### src/rtl/id_ex_ctrl_pkg.sv
// id_ex_ctrl_pkg
// Shared control encodings for the ID/EX control path: ALU operation
// codes, MIPS opcode/funct constants, the EX control bundle and its
// bubble value, and a sign-extension helper.
// Optional feature macro used by the top: ID_EX_BUBBLE_CNT_EN.
package id_ex_ctrl_pkg;

  // ADD must stay at zero so that an all-zero bubble decodes as ADD.
  typedef enum logic [3:0] {
    ALUop_ADD  = 4'h0,
    ALUop_SUB  = 4'h1,
    ALUop_ORI  = 4'h2,
    ALUop_AND  = 4'h3,
    ALUop_NOR  = 4'h4,
    ALUop_SLL  = 4'h5,
    ALUop_SRL  = 4'h6,
    ALUop_SRA  = 4'h7,
    ALUop_SLT  = 4'h8,
    ALUop_SLTU = 4'h9,
    ALUop_XOR  = 4'hA
  } aluop_e;

  localparam logic [5:0] OP_RTYPE = 6'h00;
  localparam logic [5:0] OP_ADDI  = 6'h08;
  localparam logic [5:0] OP_ADDIU = 6'h09;
  localparam logic [5:0] OP_SLTI  = 6'h0A;
  localparam logic [5:0] OP_SLTIU = 6'h0B;
  localparam logic [5:0] OP_ANDI  = 6'h0C;
  localparam logic [5:0] OP_ORI   = 6'h0D;
  localparam logic [5:0] OP_XORI  = 6'h0E;
  localparam logic [5:0] OP_LUI   = 6'h0F;
  localparam logic [5:0] OP_LW    = 6'h23;
  localparam logic [5:0] OP_SW    = 6'h2B;

  localparam logic [5:0] F_SLL  = 6'h00;
  localparam logic [5:0] F_SRL  = 6'h02;
  localparam logic [5:0] F_SRA  = 6'h03;
  localparam logic [5:0] F_ADD  = 6'h20;
  localparam logic [5:0] F_ADDU = 6'h21;
  localparam logic [5:0] F_SUB  = 6'h22;
  localparam logic [5:0] F_SUBU = 6'h23;
  localparam logic [5:0] F_AND  = 6'h24;
  localparam logic [5:0] F_OR   = 6'h25;
  localparam logic [5:0] F_XOR  = 6'h26;
  localparam logic [5:0] F_NOR  = 6'h27;
  localparam logic [5:0] F_SLT  = 6'h2A;
  localparam logic [5:0] F_SLTU = 6'h2B;

  // Everything the EX stage consumes, except the PC copy.
  typedef struct packed {
    logic        valid;
    aluop_e      aluop;
    logic [4:0]  shamt;
    logic        alusrc;
    logic        azero;
    logic [31:0] imm;
    logic        regwrite;
    logic [4:0]  wreg;
    logic        memread;
    logic        memwrite;
    logic        illegal;
  } ctrl_t;

  localparam ctrl_t CTRL_BUBBLE = '0;

  function automatic logic [31:0] sign_ext16(input logic [15:0] imm);
    return {{16{imm[15]}}, imm};
  endfunction

endpackage

### src/rtl/id_ex_ctrl_decode.sv
// ctrl_decode
// Pure combinational decoder: instruction word -> EX control bundle.
// Ports:
//   instr_i  in  32  ID-stage instruction word
//   ctrl_o   out     decoded control bundle (valid is always 1 here;
//                    the top decides whether a bubble is loaded instead)
module ctrl_decode
  import id_ex_ctrl_pkg::*;
(
  input  logic [31:0] instr_i,
  output ctrl_t       ctrl_o
);

  logic [5:0]  opcode;
  logic [5:0]  funct;
  logic [4:0]  rt;
  logic [4:0]  rd;
  logic [15:0] imm;
  logic        legal;
  logic        unused_rs;

  assign opcode    = instr_i[31:26];
  assign funct     = instr_i[5:0];
  assign rt        = instr_i[20:16];
  assign rd        = instr_i[15:11];
  assign imm       = instr_i[15:0];
  assign unused_rs = ^instr_i[25:21];

  // Decode by opcode, then by funct for R-type. Write-back is assumed on
  // and cleared for stores, for $0 destinations and for illegal words.
  always_comb begin
    ctrl_o          = CTRL_BUBBLE;
    ctrl_o.valid    = 1'b1;
    ctrl_o.regwrite = 1'b1;
    legal           = 1'b1;
    case (opcode)
      OP_RTYPE: begin
        ctrl_o.wreg = rd;
        case (funct)
          F_ADD, F_ADDU: ctrl_o.aluop = ALUop_ADD;
          F_SUB, F_SUBU: ctrl_o.aluop = ALUop_SUB;
          F_AND:         ctrl_o.aluop = ALUop_AND;
          F_OR:          ctrl_o.aluop = ALUop_ORI;
          F_XOR:         ctrl_o.aluop = ALUop_XOR;
          F_NOR:         ctrl_o.aluop = ALUop_NOR;
          F_SLT:         ctrl_o.aluop = ALUop_SLT;
          F_SLTU:        ctrl_o.aluop = ALUop_SLTU;
          F_SLL: begin
            ctrl_o.aluop = ALUop_SLL;
            ctrl_o.shamt = instr_i[10:6];
          end
          F_SRL: begin
            ctrl_o.aluop = ALUop_SRL;
            ctrl_o.shamt = instr_i[10:6];
          end
          F_SRA: begin
            ctrl_o.aluop = ALUop_SRA;
            ctrl_o.shamt = instr_i[10:6];
          end
          default: legal = 1'b0;
        endcase
      end
      OP_ADDI, OP_ADDIU, OP_LW, OP_SW: begin
        ctrl_o.alusrc   = 1'b1;
        ctrl_o.wreg     = rt;
        ctrl_o.aluop    = ALUop_ADD;
        ctrl_o.imm      = sign_ext16(imm);
        ctrl_o.memread  = (opcode == OP_LW);
        ctrl_o.memwrite = (opcode == OP_SW);
        ctrl_o.regwrite = (opcode != OP_SW);
      end
      OP_SLTI, OP_SLTIU: begin
        ctrl_o.alusrc = 1'b1;
        ctrl_o.wreg   = rt;
        ctrl_o.aluop  = (opcode == OP_SLTI) ? ALUop_SLT : ALUop_SLTU;
        ctrl_o.imm    = sign_ext16(imm);
      end
      OP_ANDI, OP_ORI, OP_XORI: begin
        ctrl_o.alusrc = 1'b1;
        ctrl_o.wreg   = rt;
        ctrl_o.imm    = {16'h0, imm};
        case (opcode)
          OP_ANDI: ctrl_o.aluop = ALUop_AND;
          OP_ORI:  ctrl_o.aluop = ALUop_ORI;
          default: ctrl_o.aluop = ALUop_XOR;
        endcase
      end
      OP_LUI: begin
        ctrl_o.alusrc = 1'b1;
        ctrl_o.wreg   = rt;
        ctrl_o.aluop  = ALUop_ORI;
        ctrl_o.imm    = {imm, 16'h0};
        ctrl_o.azero  = 1'b1;
      end
      default: legal = 1'b0;
    endcase

    if (!legal) begin
      ctrl_o         = CTRL_BUBBLE;
      ctrl_o.valid   = 1'b1;
      ctrl_o.illegal = 1'b1;
    end else if (ctrl_o.wreg == 5'd0) begin
      ctrl_o.regwrite = 1'b0;
    end
  end

endmodule

### src/rtl/id_ex_ctrl.sv
// id_ex_ctrl
// ID/EX pipeline register for the decoded control bundle, with
// reset > flush > stall > load priority.
// Ports:
//   clk, rst_n (async, active-low); id_valid, id_instr, id_pc from ID;
//   stall (hold), flush (bubble) from the hazard unit;
//   ex_* registered controls and PC copy for the EX stage.
// Optional: define ID_EX_BUBBLE_CNT_EN to add bubble_cnt (32-bit count of
// bubbles loaded by flush or by id_valid=0; stalls are not counted).
module id_ex_ctrl
  import id_ex_ctrl_pkg::*;
(
  input  logic        clk,
  input  logic        rst_n,
  input  logic        id_valid,
  input  logic [31:0] id_instr,
  input  logic [31:0] id_pc,
  input  logic        stall,
  input  logic        flush,
  output logic        ex_valid,
  output logic [3:0]  ex_aluop,
  output logic [4:0]  ex_shamt,
  output logic        ex_alusrc,
  output logic        ex_azero,
  output logic [31:0] ex_imm,
  output logic        ex_regwrite,
  output logic [4:0]  ex_wreg,
  output logic        ex_memread,
  output logic        ex_memwrite,
  output logic        ex_illegal,
  output logic [31:0] ex_pc
`ifdef ID_EX_BUBBLE_CNT_EN
  ,
  output logic [31:0] bubble_cnt
`endif
);

  ctrl_t       dec;
  ctrl_t       ctrl_d, ctrl_q;
  logic [31:0] pc_d, pc_q;
  logic        bubble_load;

  ctrl_decode u_decode (
    .instr_i (id_instr),
    .ctrl_o  (dec)
  );

  // Flush beats stall; an empty ID slot loads a bubble only when not stalled.
  always_comb begin
    ctrl_d      = ctrl_q;
    pc_d        = pc_q;
    bubble_load = 1'b0;
    if (flush) begin
      ctrl_d      = CTRL_BUBBLE;
      pc_d        = '0;
      bubble_load = 1'b1;
    end else if (!stall) begin
      if (id_valid) begin
        ctrl_d = dec;
        pc_d   = id_pc;
      end else begin
        ctrl_d      = CTRL_BUBBLE;
        pc_d        = '0;
        bubble_load = 1'b1;
      end
    end
  end

  always_ff @(posedge clk or negedge rst_n) begin
    if (!rst_n) begin
      ctrl_q <= CTRL_BUBBLE;
      pc_q   <= '0;
    end else begin
      ctrl_q <= ctrl_d;
      pc_q   <= pc_d;
    end
  end

`ifdef ID_EX_BUBBLE_CNT_EN
  logic [31:0] bubble_cnt_q;

  // Free-running wrap-around count of loaded bubbles.
  always_ff @(posedge clk or negedge rst_n) begin
    if (!rst_n) begin
      bubble_cnt_q <= '0;
    end else if (bubble_load) begin
      bubble_cnt_q <= bubble_cnt_q + 32'd1;
    end
  end

  assign bubble_cnt = bubble_cnt_q;
`else
  logic unused_bubble_load;
  assign unused_bubble_load = bubble_load;
`endif

  assign ex_valid    = ctrl_q.valid;
  assign ex_aluop    = ctrl_q.aluop;
  assign ex_shamt    = ctrl_q.shamt;
  assign ex_alusrc   = ctrl_q.alusrc;
  assign ex_azero    = ctrl_q.azero;
  assign ex_imm      = ctrl_q.imm;
  assign ex_regwrite = ctrl_q.regwrite;
  assign ex_wreg     = ctrl_q.wreg;
  assign ex_memread  = ctrl_q.memread;
  assign ex_memwrite = ctrl_q.memwrite;
  assign ex_illegal  = ctrl_q.illegal;
  assign ex_pc       = pc_q;

endmodule

### config.mk
export PLATFORM = sky130hd
export DESIGN_NAME = id_ex_ctrl
export DESIGN_NICKNAME = d
export VERILOG_FILES = /design/src/rtl/id_ex_ctrl_pkg.sv /design/src/rtl/id_ex_ctrl_decode.sv /design/src/rtl/id_ex_ctrl.sv
export SDC_FILE = /design/constraint.sdc
export NUM_CORES = 1
export LEC_CHECK = 0
export ABC_AREA = 0
export CAP_MARGIN = 20
export CORE_ASPECT_RATIO = 1.5
export CORE_MARGIN = 2
export CORE_UTILIZATION = 40
export DETAILED_ROUTE_END_ITERATION = 8
export PLACE_DENSITY = 0.74
export SLEW_MARGIN = 15
export SYNTH_ARGS = -nofsm -noshare
export SYNTH_HDL_FRONTEND = slang
export SYNTH_HIERARCHICAL = 1
export SYNTH_SLANG_ARGS = --single-unit
### constraint.sdc
create_clock -name clk -period 2.2 [get_ports clk]
set_clock_uncertainty 0.2 [all_clocks]
set_input_delay 0.44 -clock clk [delete_from_list [all_inputs] [get_ports clk]]
set_output_delay 0.44 -clock clk [all_outputs]
set_load 0.005 [all_outputs]
==> impl_metrics.ini <==
[outcome]
status = finished, final reports clean

[route]
wl_per_cell_um = 20.3
drt-total-wl_um = 12300
dr.pass1.iters = 4
via_per_inst = 5.90
num_vias = 3562
ant_nets = 0
drt_first_iter_violations = 268
drcViolationCount = 0

[timing]
finalHoldViolCount = 0
rsz0062_at_grt = no
slew_viol_final = 0
holdWs_ps = 289
max_freq_ghz = 0.475
min_period_ps = 2110
post-route-period-util = 0.957
setup_viol = 0

[finish]
syn_to_final_growth_pct = 52.0
num_antenna_cells = 0
nets = 554
final_core_utilization = 0.624
drive_above_1_share = 0.239
final_cell_mix = 142 x clkdlybuf4s50_1, 85 x dfrtp_1, 50 x a32o_2
final_common_cell = clkdlybuf4s50_1

[power]
swShare = 0.237
pwr-share-comb = 0.147
power.internal_mw = 2.65
powerDensity_mw_per_mm2 = 574
power.total_mw = 3.47
p_clk_frac = 0.389
leakage_nw = 2.95
ir_drop_uv = 471
seqPwrFrac = 0.464
p_switching_mw = 0.822

[setup_path]
path_max_fanout = 5
setup.worst_path.end_class = register
reg2reg_to = ex_imm[27]$_DFFE_PN0P_
rr_worst_depth = 1
rrSetupSlack_ps = 1250
worst_ep_required_time_ps = 2270
crit_path_max_incr_delay_ps = 490
critPathKind = in -> reg
cp_num_buf_inv = 1
worstPathCellList = dlygate4sd2_1 > or4_4 > nor3_4 > nand2_4 > nor4b_4 > and2_1 > a32o_1
cp.arrival_ps = 2170
crit_family = simple AND/OR/NAND/NOR gates
cp_slowest_cell = or4_4
r2r-start = ex_imm[27]$_DFFE_PN0P_
crit_path_start_kind = input port
worst-path-stages = 7

[synth]
ys_async_sr_fraction = 1.00
ys_seq_area_frac = 0.535
synth_warnings = 6
yosys-top-cells-area = dfrtp_1 53%, a32o_2 14%, a32o_1 9.1%, and2_1 3.0%, a21o_1 2.8%
yosysTopAreaCell = dfrtp_1
synth_edf_count = 0
syn_area_mm2 = 0.00398
synth.distinct_cells = 44
postSynthCellCount = 318
synth_top_area_share = 0.535
synth-seq-cells = 85
synth_flop_cell = dfrtp_1
syn_nets = 387
syn_area_per_cell_um2 = 12.5

[placed_design]
portBuffers = 148
gp_congestion = 0.844
dp_hpwl_um = 8720

[global_route]
grt_first_pass_wirelength_um = 19400
grt_overflow_total = 0
antenna_found_initial = 0
grt_pass1_vias = 3715
grtUsageTotal = 0.231
use_met2 = 0.392
use_met1 = 0.268
grt_max_degree = 73
grt_busiest_layer = met2
met3_usage = 0.0485

[flow_run]
cap_violations = 0

[floorplan]
start_util = 0.411
die_h_um = 126
num_io_pins = 154
die_area_mm2 = 0.0108
rows = 44
die_x_um = 85.4
core_mm2 = 0.00969

[hold_path]
hold_start = ex_pc[10]$_DFFE_PN0P_
hp-class = reg -> reg
hold_end = ex_pc[10]$_DFFE_PN0P_
holdPathStages = 1

[clock_tree]
cts_buffers = 9
clk_pin_slew_ps = 60
clk_latency_ps = 330
cts_sinks = 85
cts_root_buffer = clkbuf_16
htreeDepth = 3
clk_path_buf_depth = 2
cts_tree = built
cell type report:
type	instances	area [um2]
clock buffer	13	250
clock inverter	2	10.0
fill	797	3640
inverter	4	15.0
multi-input combinational	191	1620
sequential	85	2130
tap	115	144
timing repair buffer	194	1880
power groups by stage:
stage	Clock (mW)	Combinational (mW)	Sequential (mW)
final	1.35	0.509	1.61
after global routing	1.46	0.546	1.62
after CTS	1.39	0.512	1.61
after detailed placement	0	0.509	1.64
after global placement	0	0.499	1.64
after floorplan	0	0.191	1.64
cell usage after synthesis, drive strengths merged, types with 5 or more instances:
master and number:
a21o 15, a21oi 8, a22oi 5, a32o 86, and2 19, buf 27
clkbuf 11, dfrtp 85, nand2 5, nor2 13, nor3 5
layer usage:
metal  part of all wire  up-vias
met5                  0        -
met4              0.040        0
met3              0.054       30
met2               0.53      118
met1               0.37     1811
li1                   -     1603
metrics by stage:
step / std cells / TNS, ps / area, um2 / setup WS (ps)
finish: 604 / 0 / 6050 / 94.5
global route: 604 / 0 / 6050 / 26.7
CTS: 604 / 0 / 6040 / 21.4
detailed placement: 586 / -11850 / 5760 / -471
global placement: 586 / -10150 / 5760 / -408
floorplan: 318 / 0 / 3980 / 12.8
cells by family (layout without fill, tap and decap cells):
| kind of cell | after synthesis | in the layout | synth area share |
|---|---|---|---|
| compound gates | 124 | 124 | 0.295 |
| other cells | 1 | 1 | 0.000942 |
| flops | 85 | 85 | 0.535 |
| xor+xnor | 1 | 1 | 0.00220 |
| mux | 2 | 2 | 0.00535 |
| simple gates | 63 | 63 | 0.102 |
| buf+inv | 42 | 213 | 0.0597 |
registers in the layout, indices dropped and copies added, names as in the netlist:
signal       count
ex_pc           32
ex_imm          32
ex_alusrc        1
ex_aluop         4
ex_azero         1
ex_wreg          5
ex_illegal       1
ex_memwrite      1
ex_memread       1
ex_valid         1
ex_regwrite      1
ex_shamt         5
worst max path at each step:
stage	startpoint	to	slack (ps)
final	id_instr[28]	ex_shamt[0]$_DFFE_PN0P_	90
after global routing	id_instr[29]	ex_aluop[2]$_DFFE_PN0P_	30
after CTS	id_instr[28]	ex_shamt[0]$_DFFE_PN0P_	20
after detailed placement	id_instr[27]	ex_shamt[0]$_DFFE_PN0P_	-470
after global placement	id_instr[27]	ex_shamt[4]$_DFFE_PN0P_	-410
after floorplan	id_instr[27]	ex_shamt[4]$_DFFE_PN0P_	10
repair_timing:
item,in CTS,in global routing
pin swaps,6,2
hold buffers,1,0
endpoints found under the setup margin,7,26
resized for setup,6,1
setup buffers,2,0
hold endpoints to repair,13,0
No activity file was read; power rests on OpenSTA's default activity.
==> variant 1, RTL diff (same settings) <==
`pc_q` no longer has a reset.
--- a/src/rtl/id_ex_ctrl.sv
+++ b/src/rtl/id_ex_ctrl.sv
@@ -70,9 +70,11 @@
     if (!rst_n) begin
       ctrl_q <= CTRL_BUBBLE;
-      pc_q   <= '0;
     end else begin
       ctrl_q <= ctrl_d;
-      pc_q   <= pc_d;
     end
+  end
+
+  always_ff @(posedge clk) begin
+    pc_q <= pc_d;
   end
 
Formal check against the unedited RTL: not equivalent (Yosys sat finds a counterexample within 4 cycles, from zero or initial values and one cycle with rst_n low).
==> variant 1 against the unedited design <==
- area after synthesis fell by 0.38%
- clock power rose by 18%
- sequential cell count did not move
- design area fell by 0.10%
- utilization fell by 0.065 points
- first-iteration DRC count fell by 6.3%
- maximum frequency rose by 0.40%
- power rose by 6.3%
- cell count rose by 9.9%
- synthesized cell count rose by 22%
- routed wire length fell by 6.2%
- worst setup slack improved by 8.3 ps
- critical endpoint is now ex_wreg[3]
==> variant 1: results (changes against the unedited design) <==
Logic synthesis
  • Mapped Avg Cell Area: 10.24 um2 (-18%)
  • Seq/Total Area, Yosys: 49.62% (-3.8 points)
  • Async SR Flop Fraction: 62.35% (-38 points)
  • Synth cell types: 45 (+2.3%)
  • Syn_nets: 456 (+18%)
  • Cell area after synthesis: 3964 um2 (-0.38%)

Pwr
  • Flop pwr share: 43.4% (-3.0 points)
  • Worst vdd ir: 0.5459 mV (+16%)
  • Combinational Power Share: 13.7% (-1.0 points)
  • Internal power: 2845 uW (+7.3%)

Global route
  • Number of global-route vias before repair: 3767 (+1.4%)
  • First-pass GRT wire length: 18.46 mm (-4.9%)
  • Total GRT Usage: 21.48% (-1.6 points)
  • Pin count of the biggest net entering global routing: 66 (-9.6%)

Layout
  • Clkbuf count: 11 (-2)
  • Clock-cell share of area: 5.137% (+0.83 points)
  • Comb_multi_in: 255 (+34%)
  • Storage cell area: 1967 um2 (-7.5%)
  • Buffering overhead: 30.47% (-0.57 points)
  • Final net count: 613 (+11%)

Critical path
  • Critical Path AT: 2130 ps (-40 ps)
  • Slowest cell on crit path: clkdlybuf4s50_1
  • CP Max Fanout: 8 (+3)

Route
  • WL final: 11.49 mm (-6.2%)
  • DRT iter0 DRCs: 251 (-6.3%)
  • Detailed Routing Iterations Pass 1: 5 (+1)
  • Vias post-DR: 3731 (+4.7%)
  • Avg Vias per Cell: 5.619 (-4.7%)

Place
  • DP Worst Slack: -459.6 ps (+11.61 ps)
  • Placed insts: 646 (+10%)
  • DP HPWL: 8.339 mm (-4.3%)
  • Routability Congestion: 0.9524 (+13%)

Status
  • Status: finished, final reports clean
==> variant 1: cell types whose count changed after synthesis, moves of 18 or more <==
| cell | unedited run | this run |
|---|---|---|
| dfrtp_1 | 85 | 53 |
| nand2_1 | 4 | 36 |
| a32o_1 | 36 | 54 |
| dfxtp_1 | 0 | 32 |
| a21oi_1 | 8 | 40 |
| nand3b_1 | 0 | 32 |
| a32o_2 | 50 | 0 |
==> variant 1: path summary, 6_finish.rpt <==
check	start	to	slack, ps	cells after the start
hold reg to reg	ex_pc[13]	ex_pc[13]	260	2
max in group asynchronous	rst_n	ex_memread	880	3
setup / recovery	id_instr[31]	ex_wreg[3]	100	8
setup reg to reg	ex_shamt[3]	ex_shamt[3]	1250	1
min in group asynchronous	rst_n	ex_wreg[3]	380	2
hold / removal	ex_pc[13]	ex_pc[13]	260	2
==> variant 1: cell families (layout without fill, tap and decap cells) <==
family / after synthesis / in the layout / synth area share [%]
AO/OA/AOI/OAI: 124 / 124 / 24.02
XOR/XNOR: 1 / 1 / 0.2210
buffers and inverters: 47 / 209 / 6.124
flip-flops: 85 / 85 / 49.62
multiplexers: 2 / 2 / 0.5366
other: 1 / 1 / 0.09461
AND/OR/NAND/NOR: 127 / 127 / 19.38
==> variant 1: per-layer routing <==
| metal | vias up | track usage, % | routed length, um |
|---|---|---|---|
| met1 | 1828 | 24.43 | 4479 |
| met2 | 137 | 37.04 | 5886 |
| met3 | 16 | 6.750 | 874 |
| met4 | 0 | 8.497 | 251 |
| met5 | - | 0 | 0 |
| li1 | 1750 | - | - |
==> variant 1: what timing repair did <==
action	CTS	global route
pin swaps	4	5
endpoints found under the setup margin	25	7
endpoints found under the hold margin	17	0
hold buffers	1	0
gates resized for setup	5	1
setup buffers	1	0
==> variant 2, RTL diff (same flow settings) <==
Made on the original files. Build with the macro `ID_EX_BUBBLE_CNT_EN` defined.
--- a/src/rtl/id_ex_ctrl.sv
+++ b/src/rtl/id_ex_ctrl.sv
@@ -8,4 +8,6 @@
 // Optional: define ID_EX_BUBBLE_CNT_EN to add bubble_cnt (32-bit count of
 // bubbles loaded by flush or by id_valid=0; stalls are not counted).
+`define ID_EX_BUBBLE_CNT_EN
+
 module id_ex_ctrl
   import id_ex_ctrl_pkg::*;
Formal check against the unedited RTL (old outputs only; new: bubble_cnt): equivalent (equiv_simple and equiv_induct, registers matched by name and starting in step).
==> variant 2 against the unedited design <==
- area after synthesis is 31% higher
- worst setup slack worse by 66 ps
- sequential share of layout area grew 0.18 points
- power grew 81%
- sequential cell count rose by 32
- routed wire length up 26%
- design area is 37% higher
- cell count grew 40%
- maximum frequency decreased by 3.0%
- global-route usage down 0.70 points
==> variant 2: results (changes against the unedited design) <==
Critical path
  • Crit Reg-Reg Startpoint: bubble_cnt[0]
  • Critical Path AT: 2300 ps (+130 ps)
  • R2r setup slk: 140 ps (-1110 ps)
  • Reg-to-reg endpoint: bubble_cnt[28]
  • Worst Reg-to-Reg Cells: 5 (+4)

Route
  • DRT iter0 DRCs: 192 (-28%)
  • Routed wire per std cell: 18.30 um (-9.8%)
  • Avg Vias per Cell: 5.435 (-7.8%)
  • Vias post-DR: 4587 (+29%)

Layout
  • Fillers: 1007 (+26%)
  • Share of layout cells above drive strength 1: 14.74% (-9.2 points)

Logic synthesis
  • Mux contribution to synthesized area: 0.4076% (-0.13 points)
  • Xor and xnor fraction of the mapped netlist area: 5.370% (+5.2 points)
  • Seq/Total Area, Yosys: 56.10% (+2.6 points)
  • Most common library cells after synthesis: dfrtp_1 (117), a22o_1 (85), clkbuf_1 (21)
  • Area contributors post-synth: dfrtp_1 (56%), a22o_1 (14%), xnor2_1 (3.4%), and2_1 (2.4%), a21o_1 (2.2%)
  • Syn Inst Count: 445 (+40%)
  • Synth Area in Compound Gates: 19.73% (-9.8 points)
  • Syn_nets: 515 (+33%)

Global route
  • Total GRT Usage: 22.42% (-0.70 points)
  • Number of global-route vias before repair: 4900 (+32%)
  • Pin count of the biggest net entering global routing: 74 (+1.4%)
  • First-pass GRT wire length: 24.83 mm (+28%)

CTS
  • Clock Latency Late Sink: 400 ps (+70 ps)
  • CTS Buf Count: 17 (+8)
  • Post-CTS sizing: 2 (-4)
  • H-tree depth: 4 (+1)

Min path
  • HP Class: in -> async

Place
  • Placed insts: 809 (+38%)
  • IO buf count: 180 (+22%)
  • Area of placed instances: 7591 um2 (+32%)
  • Routability Congestion: 0.8818 (+4.5%)

Timing
  • Setup_tns: 0 ps (unchanged)

Pwr
  • Worst vdd ir: 0.4660 mV (-1.1%)
  • Leak Pwr: 0.003748 uW (+27%)

Status
  • Status: finished, final reports clean
[variant 2: changes by cell type in the layout (fill, tap and decap cells not counted), sizes merged, moves of 15 or more]
| cell | change |
|---|---|
| xnor2 | +19 |
| a22o | +85 |
| clkdlybuf4s50 | +35 |
| nand2 | +15 |
| dfrtp | +32 |
| a32o | -85 |
[variant 2: report_power, final]
group | leakage [uW] | switching [uW] | internal (uW)
registers | 0.00158 | 138 | 2260
logic | 0.00185 | 338 | 472
clock network | 0.000320 | 974 | 2110
total | 0.00375 | 1450 | 4840
[variant 2: final cells by class]
cell class | instances | area share [%]
clock buffers | 21 | 5.681
clock inverters | 11 | 2.372
inverters | 5 | 0.2267
multi-input cells | 293 | 26.07
flip-flops and latches | 117 | 35.36
well taps | 159 | 2.403
repair buffers | 238 | 27.89
[variant 2: through the flow]
stage	util, %	hold slack (ps)
2_1_floorplan	-	-55.59
3_3_place_gp	58.89	111.6
3_5_place_dp	58.89	112.8
4_1_cts	64.24	220.4
5_1_grt	64.24	235.8
6_report	64.24	239.0
[variant 2: layer usage]
layer | up-vias | wire [um] | global-route usage [%] | part of all wire [%]
met5 | - | 0 | 0 | 0
met4 | 0 | 464 | 10.75 | 3.0
met3 | 31 | 969 | 6.663 | 6.3
met2 | 186 | 8067 | 38.63 | 52
met1 | 2259 | 5944 | 25.60 | 38
li1 | 2111 | - | - | -
[variant 2: how the worst max path moves through the flow]
stage	depth (start not counted)	from	slack, ps	to
final	7	id_instr[28]	30	ex_shamt[3]
after detailed placement	7	id_instr[27]	-420	ex_shamt[3]
after global placement	7	id_instr[27]	-360	ex_shamt[4]
after floorplan	6	id_instr[27]	40	ex_shamt[0]
after global routing	8	id_instr[28]	2	ex_aluop[1]
after CTS	7	id_instr[28]	10	ex_shamt[3]
